### src/rtl/lfsr_gen_if.sv
// lfsr_gen_if: control and status bundle for lfsr_gen.
//   load_seed  : load seed_data this cycle (master -> slave)
//   seed_data  : seed value, N bits (master -> slave)
//   enable     : advance one step per cycle (master -> slave)
//   lfsr_data  : current LFSR state (slave -> master)
//   lfsr_done  : one-cycle pulse when the state returns to the captured seed
//   seed_err   : one-cycle pulse when a zero seed was replaced by 1
//   busy       : high while armed or running
//   step_count : steps since last load or wrap
interface lfsr_gen_if #(
    parameter int unsigned N = 8
) ();
    logic         load_seed;
    logic [N-1:0] seed_data;
    logic         enable;
    logic [N-1:0] lfsr_data;
    logic         lfsr_done;
    logic         seed_err;
    logic         busy;
    logic [N-1:0] step_count;

    modport master (
        output load_seed, seed_data, enable,
        input  lfsr_data, lfsr_done, seed_err, busy, step_count
    );

    modport slave (
        input  load_seed, seed_data, enable,
        output lfsr_data, lfsr_done, seed_err, busy, step_count
    );
endinterface

### src/rtl/lfsr_gen.sv
// lfsr_gen: parametrised Fibonacci/Galois LFSR with captured seed, zero-seed
// substitution, wrap detection and optional auto-stop.
// Ports:
//   clk   : clock, rising edge
//   reset : asynchronous active-low reset
//   bus   : lfsr_gen_if.slave (load_seed, seed_data, enable in;
//           lfsr_data, lfsr_done, seed_err, busy, step_count out)
// Optional feature: define LFSR_PERIOD_CNT_EN to build the step counter;
// otherwise step_count is tied to 0.
module lfsr_gen #(
    parameter int unsigned  N         = 8,
    parameter logic [N-1:0] TAPS      = 8'hB8,
    parameter bit           MODE      = 1'b0,
    parameter bit           AUTO_STOP = 1'b0
) (
    input logic       clk,
    input logic       reset,
    lfsr_gen_if.slave bus
);

    typedef enum logic [1:0] {StIdle, StArmed, StRun, StDone} state_e;

    state_e       state_q, state_d;
    logic [N-1:0] q_q;
    logic [N-1:0] seed_q;
    logic [N-1:0] q_next;
    logic [N-1:0] seed_eff;
    logic         done_q;
    logic         err_q;
    logic         step;
    logic         wrap;
    logic         busy;

    always_comb begin
        if (MODE) begin
            q_next = (q_q << 1) ^ (q_q[N-1] ? {TAPS[N-2:0], 1'b1} : '0);
        end else begin
            q_next = {q_q[N-2:0], ^(q_q & TAPS)};
        end
    end

    // A zero seed would lock the register; substitute 1.
    assign seed_eff = (bus.seed_data == '0) ? {{(N-1){1'b0}}, 1'b1} : bus.seed_data;

    // Load wins over enable.
    assign step = bus.enable && !bus.load_seed && (state_q == StArmed || state_q == StRun);
    assign wrap = step && (q_next == seed_q);

    always_ff @(posedge clk or negedge reset) begin
        if (!reset) begin
            state_q <= StIdle;
        end else begin
            state_q <= state_d;
        end
    end

    always_comb begin
        state_d = state_q;
        unique case (state_q)
            StIdle: begin
                if (bus.load_seed) state_d = StArmed;
            end
            StArmed, StRun: begin
                if (bus.load_seed) begin
                    state_d = StArmed;
                end else if (step) begin
                    state_d = (wrap && AUTO_STOP) ? StDone : StRun;
                end
            end
            StDone: begin
                if (bus.load_seed) state_d = StArmed;
            end
            default: state_d = StIdle;
        endcase
    end

    always_comb begin
        busy = (state_q == StArmed) || (state_q == StRun);
    end

    always_ff @(posedge clk or negedge reset) begin
        if (!reset) begin
            q_q    <= '0;
            seed_q <= '0;
            done_q <= 1'b0;
            err_q  <= 1'b0;
        end else begin
            done_q <= 1'b0;
            err_q  <= 1'b0;
            if (bus.load_seed) begin
                q_q    <= seed_eff;
                seed_q <= seed_eff;
                err_q  <= (bus.seed_data == '0);
            end else if (step) begin
                q_q    <= q_next;
                done_q <= wrap;
            end
        end
    end

`ifdef LFSR_PERIOD_CNT_EN
    logic [N-1:0] cnt_q;

    always_ff @(posedge clk or negedge reset) begin
        if (!reset) begin
            cnt_q <= '0;
        end else if (bus.load_seed || wrap) begin
            cnt_q <= '0;
        end else if (step) begin
            cnt_q <= cnt_q + N'(1);
        end
    end

    assign bus.step_count = cnt_q;
`else
    assign bus.step_count = '0;
`endif

    assign bus.lfsr_data = q_q;
    assign bus.lfsr_done = done_q;
    assign bus.seed_err  = err_q;
    assign bus.busy      = busy;

endmodule

### src/flat_wrapper.sv
// flat-port wrapper written by rule: the top's interface ports become plain ports
module lfsr_gen_flat 
#(
    parameter int unsigned  N         = 8,
    parameter logic [N-1:0] TAPS      = 8'hB8,
    parameter bit           MODE      = 1'b0,
    parameter bit           AUTO_STOP = 1'b0
)
  (clk, reset, bus_load_seed, bus_seed_data, bus_enable, bus_lfsr_data, bus_lfsr_done, bus_seed_err, bus_busy, bus_step_count);
  lfsr_gen_if #(.N(N)) bus_i ();
  input logic clk;
  input logic reset;
  input wire logic [$bits(bus_i.load_seed)-1:0] bus_load_seed;
  input wire logic [$bits(bus_i.seed_data)-1:0] bus_seed_data;
  input wire logic [$bits(bus_i.enable)-1:0] bus_enable;
  output wire logic [$bits(bus_i.lfsr_data)-1:0] bus_lfsr_data;
  output wire logic [$bits(bus_i.lfsr_done)-1:0] bus_lfsr_done;
  output wire logic [$bits(bus_i.seed_err)-1:0] bus_seed_err;
  output wire logic [$bits(bus_i.busy)-1:0] bus_busy;
  output wire logic [$bits(bus_i.step_count)-1:0] bus_step_count;
  assign bus_i.load_seed = bus_load_seed;
  assign bus_i.seed_data = bus_seed_data;
  assign bus_i.enable = bus_enable;
  assign bus_lfsr_data = bus_i.lfsr_data;
  assign bus_lfsr_done = bus_i.lfsr_done;
  assign bus_seed_err = bus_i.seed_err;
  assign bus_busy = bus_i.busy;
  assign bus_step_count = bus_i.step_count;
  lfsr_gen #(.N(N), .TAPS(TAPS), .MODE(MODE), .AUTO_STOP(AUTO_STOP)) u_core (.clk(clk), .reset(reset), .bus(bus_i));
endmodule
### config.mk
export PLATFORM = sky130hd
export DESIGN_NAME = lfsr_gen_flat
export DESIGN_NICKNAME = d
export VERILOG_FILES = /design/src/rtl/lfsr_gen_if.sv /design/src/rtl/lfsr_gen.sv /design/src/flat_wrapper.sv
export SDC_FILE = /design/constraint.sdc
export NUM_CORES = 1
export LEC_CHECK = 0
export CAP_MARGIN = 5
export CORE_MARGIN = 2
export CORE_UTILIZATION = 53
export DETAILED_ROUTE_END_ITERATION = 8
export DONT_BUFFER_PORTS = 1
export PLACE_DENSITY_LB_ADDON = 0.2
export REMOVE_ABC_BUFFERS = 1
export SLEW_MARGIN = 0
export SYNTH_ARGS = -nofsm -noshare
export SYNTH_HDL_FRONTEND = slang
export SYNTH_SLANG_ARGS = --single-unit
### constraint.sdc
create_clock -name clk -period 1.51 [get_ports clk]
set_input_delay 0.3775 -clock clk [delete_from_list [all_inputs] [get_ports clk]]
set_output_delay 0.3775 -clock clk [all_outputs]
set_load 0.005 [all_outputs]
==> run_summary.xml, run 1 <==
<?xml version="1.0" encoding="UTF-8"?>
<metrics>
  <group name="setup_path">
    <metric name="timing_worst_setup_path_type" unit="">reg -&gt; out</metric>
    <metric name="crit_slowest_cell" unit="">dfrtp_1</metric>
    <metric name="worstSetupPathDepth" unit="">1</metric>
    <metric name="cp_top_family" unit="">flip-flops</metric>
    <metric name="critical_path.n_buffers_inverters" unit="">0</metric>
    <metric name="endpoint_kind" unit="">primary output</metric>
    <metric name="reg2reg_depth" unit="">4</metric>
    <metric name="timing.critical_path.slowest_cell_delay" unit="ns">0.44</metric>
    <metric name="cp_data_required_time" unit="ns">1.13</metric>
    <metric name="critical_path.max_fanout" unit="">3</metric>
    <metric name="crit_path_cell_trace" unit="">xor2_2</metric>
    <metric name="worstPathArrival" unit="ns">1.01</metric>
    <metric name="worst_setup_path_start_kind" unit="">register</metric>
  </group>
  <group name="cts">
    <metric name="cts_num_sinks" unit="">20</metric>
    <metric name="cts-buffers-inserted" unit="">3</metric>
    <metric name="cts_tree" unit="">built</metric>
    <metric name="cts-root-to-sink-buffers" unit="">2</metric>
    <metric name="clock_tree.root_cell" unit="">clkbuf_4</metric>
    <metric name="cts.repair.resized" unit="">0</metric>
    <metric name="clkSlewWorstSetupHoldPaths" unit="ns">0.11</metric>
    <metric name="cts_htree_levels" unit="">1</metric>
    <metric name="worstSkewPairLatency" unit="ns">0.30</metric>
  </group>
  <group name="final_layout">
    <metric name="drive_gt1_share" unit="%">8.25</metric>
    <metric name="instances_no_fill" unit="">122</metric>
    <metric name="net_count_of_the_finished_layout" unit="">110</metric>
    <metric name="post_synthesis_to_final_layout_area_growth" unit="%">3.64</metric>
    <metric name="antenna_diode_count" unit="">0</metric>
  </group>
  <group name="die">
    <metric name="floorplan.rows" unit="">15</metric>
    <metric name="coreArea" unit="sq um">1750</metric>
    <metric name="chipWidth" unit="um">47.4</metric>
    <metric name="fp.dieH" unit="um">47.4</metric>
    <metric name="die-area" unit="sq um">2240</metric>
    <metric name="initial_utilization" unit="%">57.1</metric>
    <metric name="i_o_pins" unit="">31</metric>
  </group>
  <group name="timing">
    <metric name="final_report_hold_violation_count" unit="">0</metric>
    <metric name="timing_max_transition_violations_final" unit="">0</metric>
    <metric name="clock.fmax" unit="MHz">722</metric>
    <metric name="hold-worst-slack" unit="ns">0.123</metric>
    <metric name="max_slew.worst_pin.slew" unit="ns">0.885</metric>
    <metric name="finalSetupViolations" unit="">0</metric>
    <metric name="fin_skew" unit="ns">0.00504</metric>
    <metric name="post-route-min-period" unit="ns">1.38</metric>
    <metric name="slew-limit-headroom" unit="%">40.8</metric>
    <metric name="setup_total_negative_slack" unit="ns">0</metric>
    <metric name="rsz0062_at_grt" unit="">false</metric>
    <metric name="min_period_over_period" unit="%">91.7</metric>
    <metric name="final.setup.worst_slack" unit="ns">0.125</metric>
  </group>
  <group name="power_and_ir_drop">
    <metric name="peakVddDrop" unit="mV">0.584</metric>
    <metric name="pwr_density_cell" unit="nW/um^2">1160</metric>
    <metric name="post-layout-total-power" unit="W">0.00120</metric>
    <metric name="power_leakage" unit="nW">0.488</metric>
  </group>
  <group name="min_path">
    <metric name="hold_depth" unit="">1</metric>
    <metric name="hp-class" unit="">in -&gt; reg</metric>
  </group>
  <group name="outcome">
    <metric name="outcome" unit="">finished clean</metric>
  </group>
  <group name="logic_synthesis">
    <metric name="synth-async-reset-ratio" unit="%">100</metric>
    <metric name="netlist_instances" unit="">95</metric>
    <metric name="yosysTopAreaCellShare" unit="%">50.3</metric>
    <metric name="number_of_flops_mapped_to_enable_cells_by_yosys" unit="">0</metric>
    <metric name="ys.warnings.count" unit="">0</metric>
    <metric name="dominantRegCellSynth" unit="">dfrtp_1</metric>
    <metric name="synthTopCellsByArea" unit="">dfrtp_1 50%, mux2i_1 9.0%, xnor2_1 8.8%</metric>
    <metric name="avg_cell_area_syn" unit="sq um">10.5</metric>
    <metric name="post_synth_design_cell_area" unit="sq um">996</metric>
    <metric name="post_synth_most_frequent_cells" unit="">20 x dfrtp_1, 12 x o21ai_0, 10 x xnor2_1</metric>
    <metric name="register_area_share_after_synthesis" unit="%">50.3</metric>
    <metric name="synthMostInstantiatedCell" unit="">dfrtp_1</metric>
    <metric name="synth_seq_cells" unit="">20</metric>
    <metric name="yosysTopAreaCell" unit="">dfrtp_1</metric>
    <metric name="synth.distinct_cells" unit="">21</metric>
  </group>
  <group name="routing">
    <metric name="detail_route.drc_violations" unit="">0</metric>
    <metric name="detail_route.vias_per_cell" unit="">5.21</metric>
    <metric name="detail_route.wl_per_cell" unit="um">14.1</metric>
    <metric name="vias" unit="">636</metric>
    <metric name="final_antenna_net_count" unit="">0</metric>
    <metric name="drt_first_pass_iters" unit="">4</metric>
    <metric name="routed_wirelength" unit="um">1720</metric>
    <metric name="detail_route.iter0.violations" unit="">4</metric>
  </group>
  <group name="placement">
    <metric name="dpl.cell_count" unit="">117</metric>
    <metric name="globalplace.congestion" unit="">0.733</metric>
    <metric name="place.port_buffers" unit="">0</metric>
    <metric name="dpl.hpwl" unit="um">1300</metric>
    <metric name="detailedPlace.worstSlack" unit="ns">0.174</metric>
  </group>
  <group name="job">
    <metric name="drv_cap" unit="">0</metric>
  </group>
  <group name="global_routing">
    <metric name="first_global_vias" unit="">595</metric>
    <metric name="grt_antenna_before_repair" unit="">0</metric>
    <metric name="grt_first_pass_wirelength" unit="um">2650</metric>
    <metric name="grt_use_total" unit="%">18.2</metric>
    <metric name="grt_max_degree" unit="">24</metric>
    <metric name="grt_remaining_overflow" unit="">0</metric>
  </group>
</metrics>
==> per-layer routing <==
metal  part of all wire, %  up-vias  GRT usage (%)
met5                     0        -              0
met4                   2.3        0           10.0
met3                   7.2        5           4.23
met2                    46       26           26.2
met1                    44      304           25.2
li1                      -      301              -
==> worst paths after layout <==
kind / startpoint / end / slack [ns]
setup reg to reg: u_core.bus.lfsr_data[3] / u_core.bus.lfsr_done / 0.15
hold reg to reg: u_core.seed_q[2] / u_core.seed_q[2] / 0.54
min in group asynchronous: reset / u_core.bus.lfsr_data[7] / 0.63
setup / recovery: u_core.state_q[0] / bus_busy / 0.13
hold / removal: bus_load_seed / u_core.state_q[1] / 0.12
max in group asynchronous: reset / u_core.seed_q[1] / 0.34
==> layout make-up <==
type | count | area (sq um)
inverters | 7 | 26.3
flip-flops and latches | 20 | 500
fillers | 156 | 713
clock buffers | 4 | 36.3
multi-input cells | 65 | 428
repair buffers | 1 | 10.0
well taps | 25 | 31.3
==> report_power, final <==
| group | total (W) | switching [W] | internal (W) |
|---|---|---|---|
| Clock | 0.000312 | 0.000164 | 0.000147 |
| Sequential | 0.000657 | 0.0000673 | 0.000590 |
| Combinational | 0.000227 | 0.000109 | 0.000118 |
==> cells in the final DEF (no fill, tap or decap), types with 2 or more instances in the layout <==
master    netlist  final
conb_1          1      8
nor2_1          3      3
dfrtp_1        20     20
nand4_1         2      2
nand2_1         9      9
mux2i_1         9      9
o21ai_0        12     12
clkbuf_4        0      3
a21oi_1         3      3
inv_1           7      7
xnor2_1        10     10
==> cells by family after synthesis <==
group	after synthesis	synth area share, %
DFF	20	50.3
and+or+nand+nor	20	10.9
buffers and inverters	17	9.42
AOI/OAI and AO/OA	15	7.54
xor gates and xnor gates	12	11.3
muxes	10	10.2
other	1	0.377
==> stage by stage <==
| step | util [%] | instance area, sq um |
|---|---|---|
| 2_1_floorplan | - | 955 |
| 4_1_cts | 59.1 | 1030 |
| 5_1_grt | 59.1 | 1030 |
| 3_3_place_gp | 56.5 | 986 |
| 6_report | 59.1 | 1030 |
| 3_5_place_dp | 56.5 | 986 |
==> flip-flops by register name, indices dropped and copies added, names as in the netlist <==
signal,cells
u_core.seed_q,8
u_core.bus.lfsr_data,8
u_core.bus.seed_err,1
u_core.state_q,2
u_core.bus.lfsr_done,1
==> timing repair <==
| action | CTS | global route |
|---|---|---|
| setup buffers | 0 | 0 |
| hold buffers | 1 | 0 |
| hold endpoints to repair | 20 | 0 |
No activity file was read; power rests on OpenSTA's default activity.
==> run 2: changes to the inputs <==
MAX_ROUTING_LAYER = met4   (was unset)
==> run 2 against run 1 <==
  * Cell count is the same
  * Maximum frequency is 0.14% lower
  * Combinational power barely moved
  * Critical path depth stayed put
  * Cell area did not move
  * Count of clock-buffer cells in the layout did not move
  * Worst setup slack got worse by 0.0020 ns
  * Register-to-register slack is essentially flat
  * Largest cell class unchanged
  * Highest routed layer unchanged
==> run_summary.xml, run 2 (synthesis gave the netlist of run 1 again) <==
<?xml version="1.0" encoding="UTF-8"?>
<metrics>
  <group name="outcome">
    <metric name="outcome" unit="">finished clean</metric>
  </group>
  <group name="routing">
    <metric name="vias" unit="">634</metric>
    <metric name="detail_route.vias_per_cell" unit="">5.20</metric>
    <metric name="detail_route.wl_per_cell" unit="um">14.1</metric>
    <metric name="routed_wirelength" unit="um">1720</metric>
    <metric name="detail_route.drc_violations" unit="">0</metric>
    <metric name="detail_route.iter0.violations" unit="">4</metric>
    <metric name="final_antenna_net_count" unit="">0</metric>
    <metric name="drt_first_pass_iters" unit="">4</metric>
  </group>
  <group name="global_routing">
    <metric name="grt_max_degree" unit="">24</metric>
    <metric name="grt_first_pass_wirelength" unit="um">2650</metric>
    <metric name="first_global_vias" unit="">599</metric>
    <metric name="grt_use_total" unit="%">18.7</metric>
    <metric name="grt_antenna_before_repair" unit="">0</metric>
    <metric name="grt_remaining_overflow" unit="">0</metric>
  </group>
  <group name="cts">
    <metric name="post_cts.repair.setup_buffers" unit="">0</metric>
    <metric name="cts-root-to-sink-buffers" unit="">2</metric>
    <metric name="clock_tree.root_cell" unit="">clkbuf_4</metric>
    <metric name="clkSlewWorstSetupHoldPaths" unit="ns">0.11</metric>
    <metric name="cts-buffers-inserted" unit="">3</metric>
    <metric name="cts_hold_buffers" unit="">1</metric>
    <metric name="cts_tree" unit="">built</metric>
    <metric name="cts_htree_levels" unit="">1</metric>
    <metric name="cts_num_sinks" unit="">20</metric>
    <metric name="cts.repair.resized" unit="">0</metric>
    <metric name="worstSkewPairLatency" unit="ns">0.30</metric>
  </group>
  <group name="power_and_ir_drop">
    <metric name="power_leakage" unit="nW">0.488</metric>
    <metric name="pwr_density_cell" unit="nW/um^2">1160</metric>
    <metric name="comb_power_share" unit="%">19.0</metric>
    <metric name="clkPwrFrac" unit="%">26.0</metric>
    <metric name="p_int" unit="W">0.000855</metric>
    <metric name="p_sw_share" unit="%">28.4</metric>
    <metric name="share_seq_of_total_power" unit="%">55.0</metric>
    <metric name="power.net_switching" unit="W">0.000340</metric>
    <metric name="peakVddDrop" unit="mV">0.579</metric>
  </group>
  <group name="job">
    <metric name="drv_cap" unit="">0</metric>
  </group>
  <group name="die">
    <metric name="fp.dieH" unit="um">47.4</metric>
    <metric name="chipWidth" unit="um">47.4</metric>
    <metric name="initial_utilization" unit="%">57.1</metric>
    <metric name="die-area" unit="sq um">2240</metric>
    <metric name="coreArea" unit="sq um">1750</metric>
    <metric name="i_o_pins" unit="">31</metric>
    <metric name="floorplan.rows" unit="">15</metric>
  </group>
  <group name="timing">
    <metric name="slew-limit-headroom" unit="%">41.1</metric>
    <metric name="clock.fmax" unit="MHz">721</metric>
    <metric name="finalSetupViolations" unit="">0</metric>
    <metric name="hold-worst-slack" unit="ns">0.121</metric>
    <metric name="timing_max_transition_violations_final" unit="">0</metric>
    <metric name="min_period_over_period" unit="%">91.8</metric>
    <metric name="fin_skew" unit="ns">0.00265</metric>
    <metric name="final.setup.worst_slack" unit="ns">0.124</metric>
    <metric name="setup_total_negative_slack" unit="ns">0</metric>
    <metric name="rsz0062_at_grt" unit="">false</metric>
    <metric name="post-route-min-period" unit="ns">1.39</metric>
    <metric name="max_slew.worst_pin.slew" unit="ns">0.880</metric>
    <metric name="final_report_hold_violation_count" unit="">0</metric>
  </group>
  <group name="setup_path">
    <metric name="worst_setup_path_start_kind" unit="">register</metric>
    <metric name="worstPathArrival" unit="ns">1.01</metric>
    <metric name="crit_path_cell_trace" unit="">xor2_2</metric>
    <metric name="timing_worst_setup_path_type" unit="">reg -&gt; out</metric>
    <metric name="crit_end" unit="">bus_busy</metric>
    <metric name="timing.critical_path.slowest_cell_delay" unit="ns">0.44</metric>
    <metric name="endpoint_kind" unit="">primary output</metric>
    <metric name="cp_top_family" unit="">flip-flops</metric>
    <metric name="timing.rr.end" unit="">u_core.bus.lfsr_done</metric>
    <metric name="crit-reg2reg-launch" unit="">u_core.bus.lfsr_data[3]</metric>
    <metric name="reg2reg_depth" unit="">4</metric>
    <metric name="critical_path.n_buffers_inverters" unit="">0</metric>
    <metric name="critical_path.max_fanout" unit="">3</metric>
    <metric name="worstSetupPathDepth" unit="">1</metric>
    <metric name="cp-startpoint" unit="">u_core.state_q[0]</metric>
    <metric name="cp_data_required_time" unit="ns">1.13</metric>
    <metric name="reg2reg_slack" unit="ns">0.16</metric>
    <metric name="crit_slowest_cell" unit="">dfrtp_1</metric>
  </group>
  <group name="placement">
    <metric name="dpl.hpwl" unit="um">1300</metric>
    <metric name="detailedPlace.worstSlack" unit="ns">0.174</metric>
    <metric name="place.port_buffers" unit="">0</metric>
    <metric name="place_area" unit="sq um">986</metric>
    <metric name="globalplace.congestion" unit="">0.742</metric>
  </group>
  <group name="final_layout">
    <metric name="antenna_diode_count" unit="">0</metric>
    <metric name="finalInstanceArea" unit="sq um">1030</metric>
    <metric name="layout.cells.most_common" unit="">dfrtp_1</metric>
    <metric name="drive_gt1_share" unit="%">8.25</metric>
    <metric name="post_synthesis_to_final_layout_area_growth" unit="%">3.64</metric>
    <metric name="net_count_of_the_finished_layout" unit="">110</metric>
    <metric name="layout.cells.most_common_list" unit="">20 x dfrtp_1, 12 x o21ai_0, 10 x xnor2_1</metric>
  </group>
  <group name="min_path">
    <metric name="hp-class" unit="">in -&gt; reg</metric>
  </group>
</metrics>
## run 2: cell counts in the layout (fill, tap and decap cells not counted)
No cell type changed its count.
## run 2: metal layers
metal	part of all wire, %	GRT usage [%]	up-vias
met1	44	23.7	302
met4	2.6	10.0	0
met5	0	-	-
li1	-	-	302
met2	46	27.0	25
met3	7.8	5.00	5
## run 2: worst min path at each step
stage,slack (ns),start,cells after the start,to
global placement,0.08,reset,0,u_core.bus.lfsr_data[6]
floorplan,0.08,reset,0,u_core.bus.lfsr_data[0]
global route,0.11,bus_load_seed,1,u_core.state_q[1]
finish,0.12,bus_load_seed,1,u_core.state_q[1]
CTS,0.12,bus_load_seed,1,u_core.state_q[1]
detailed placement,0.08,reset,0,u_core.bus.lfsr_data[7]
## run 2: through the flow
stage | utilization (%) | std cells | power [W]
floorplan | - | 92 | 0.000842
global placement | 56.5 | 117 | 0.000880
detailed placement | 56.5 | 117 | 0.000886
CTS | 59.1 | 122 | 0.00121
global route | 59.1 | 122 | 0.00127
finish | 59.1 | 122 | 0.00119
## run 2: final cells by class
class,count,area [sq um]
sequential,20,500
clock buffer,4,36.3
tap,25,31.3
multi-input combinational,65,428
fill,156,713
timing repair buffer,1,10.0
inverter,7,26.3
## run 2: power by group through the flow
| stage | sequential, W | combinational, W | clock, W |
|---|---|---|---|
| global placement | 0.000668 | 0.000212 | 0 |
| CTS | 0.000659 | 0.000230 | 0.000317 |
| finish | 0.000657 | 0.000227 | 0.000310 |
| global route | 0.000667 | 0.000256 | 0.000348 |
| floorplan | 0.000653 | 0.000188 | 0 |
| detailed placement | 0.000670 | 0.000217 | 0 |
==> run 3: changes to the inputs <==
ABC_CLOCK_PERIOD_IN_PS = 1510   (was unset)
CAP_MARGIN = 20   (was 5)
==> results of run 3 <==
The final DEF is identical to that of run 2; final timing and power are the same.
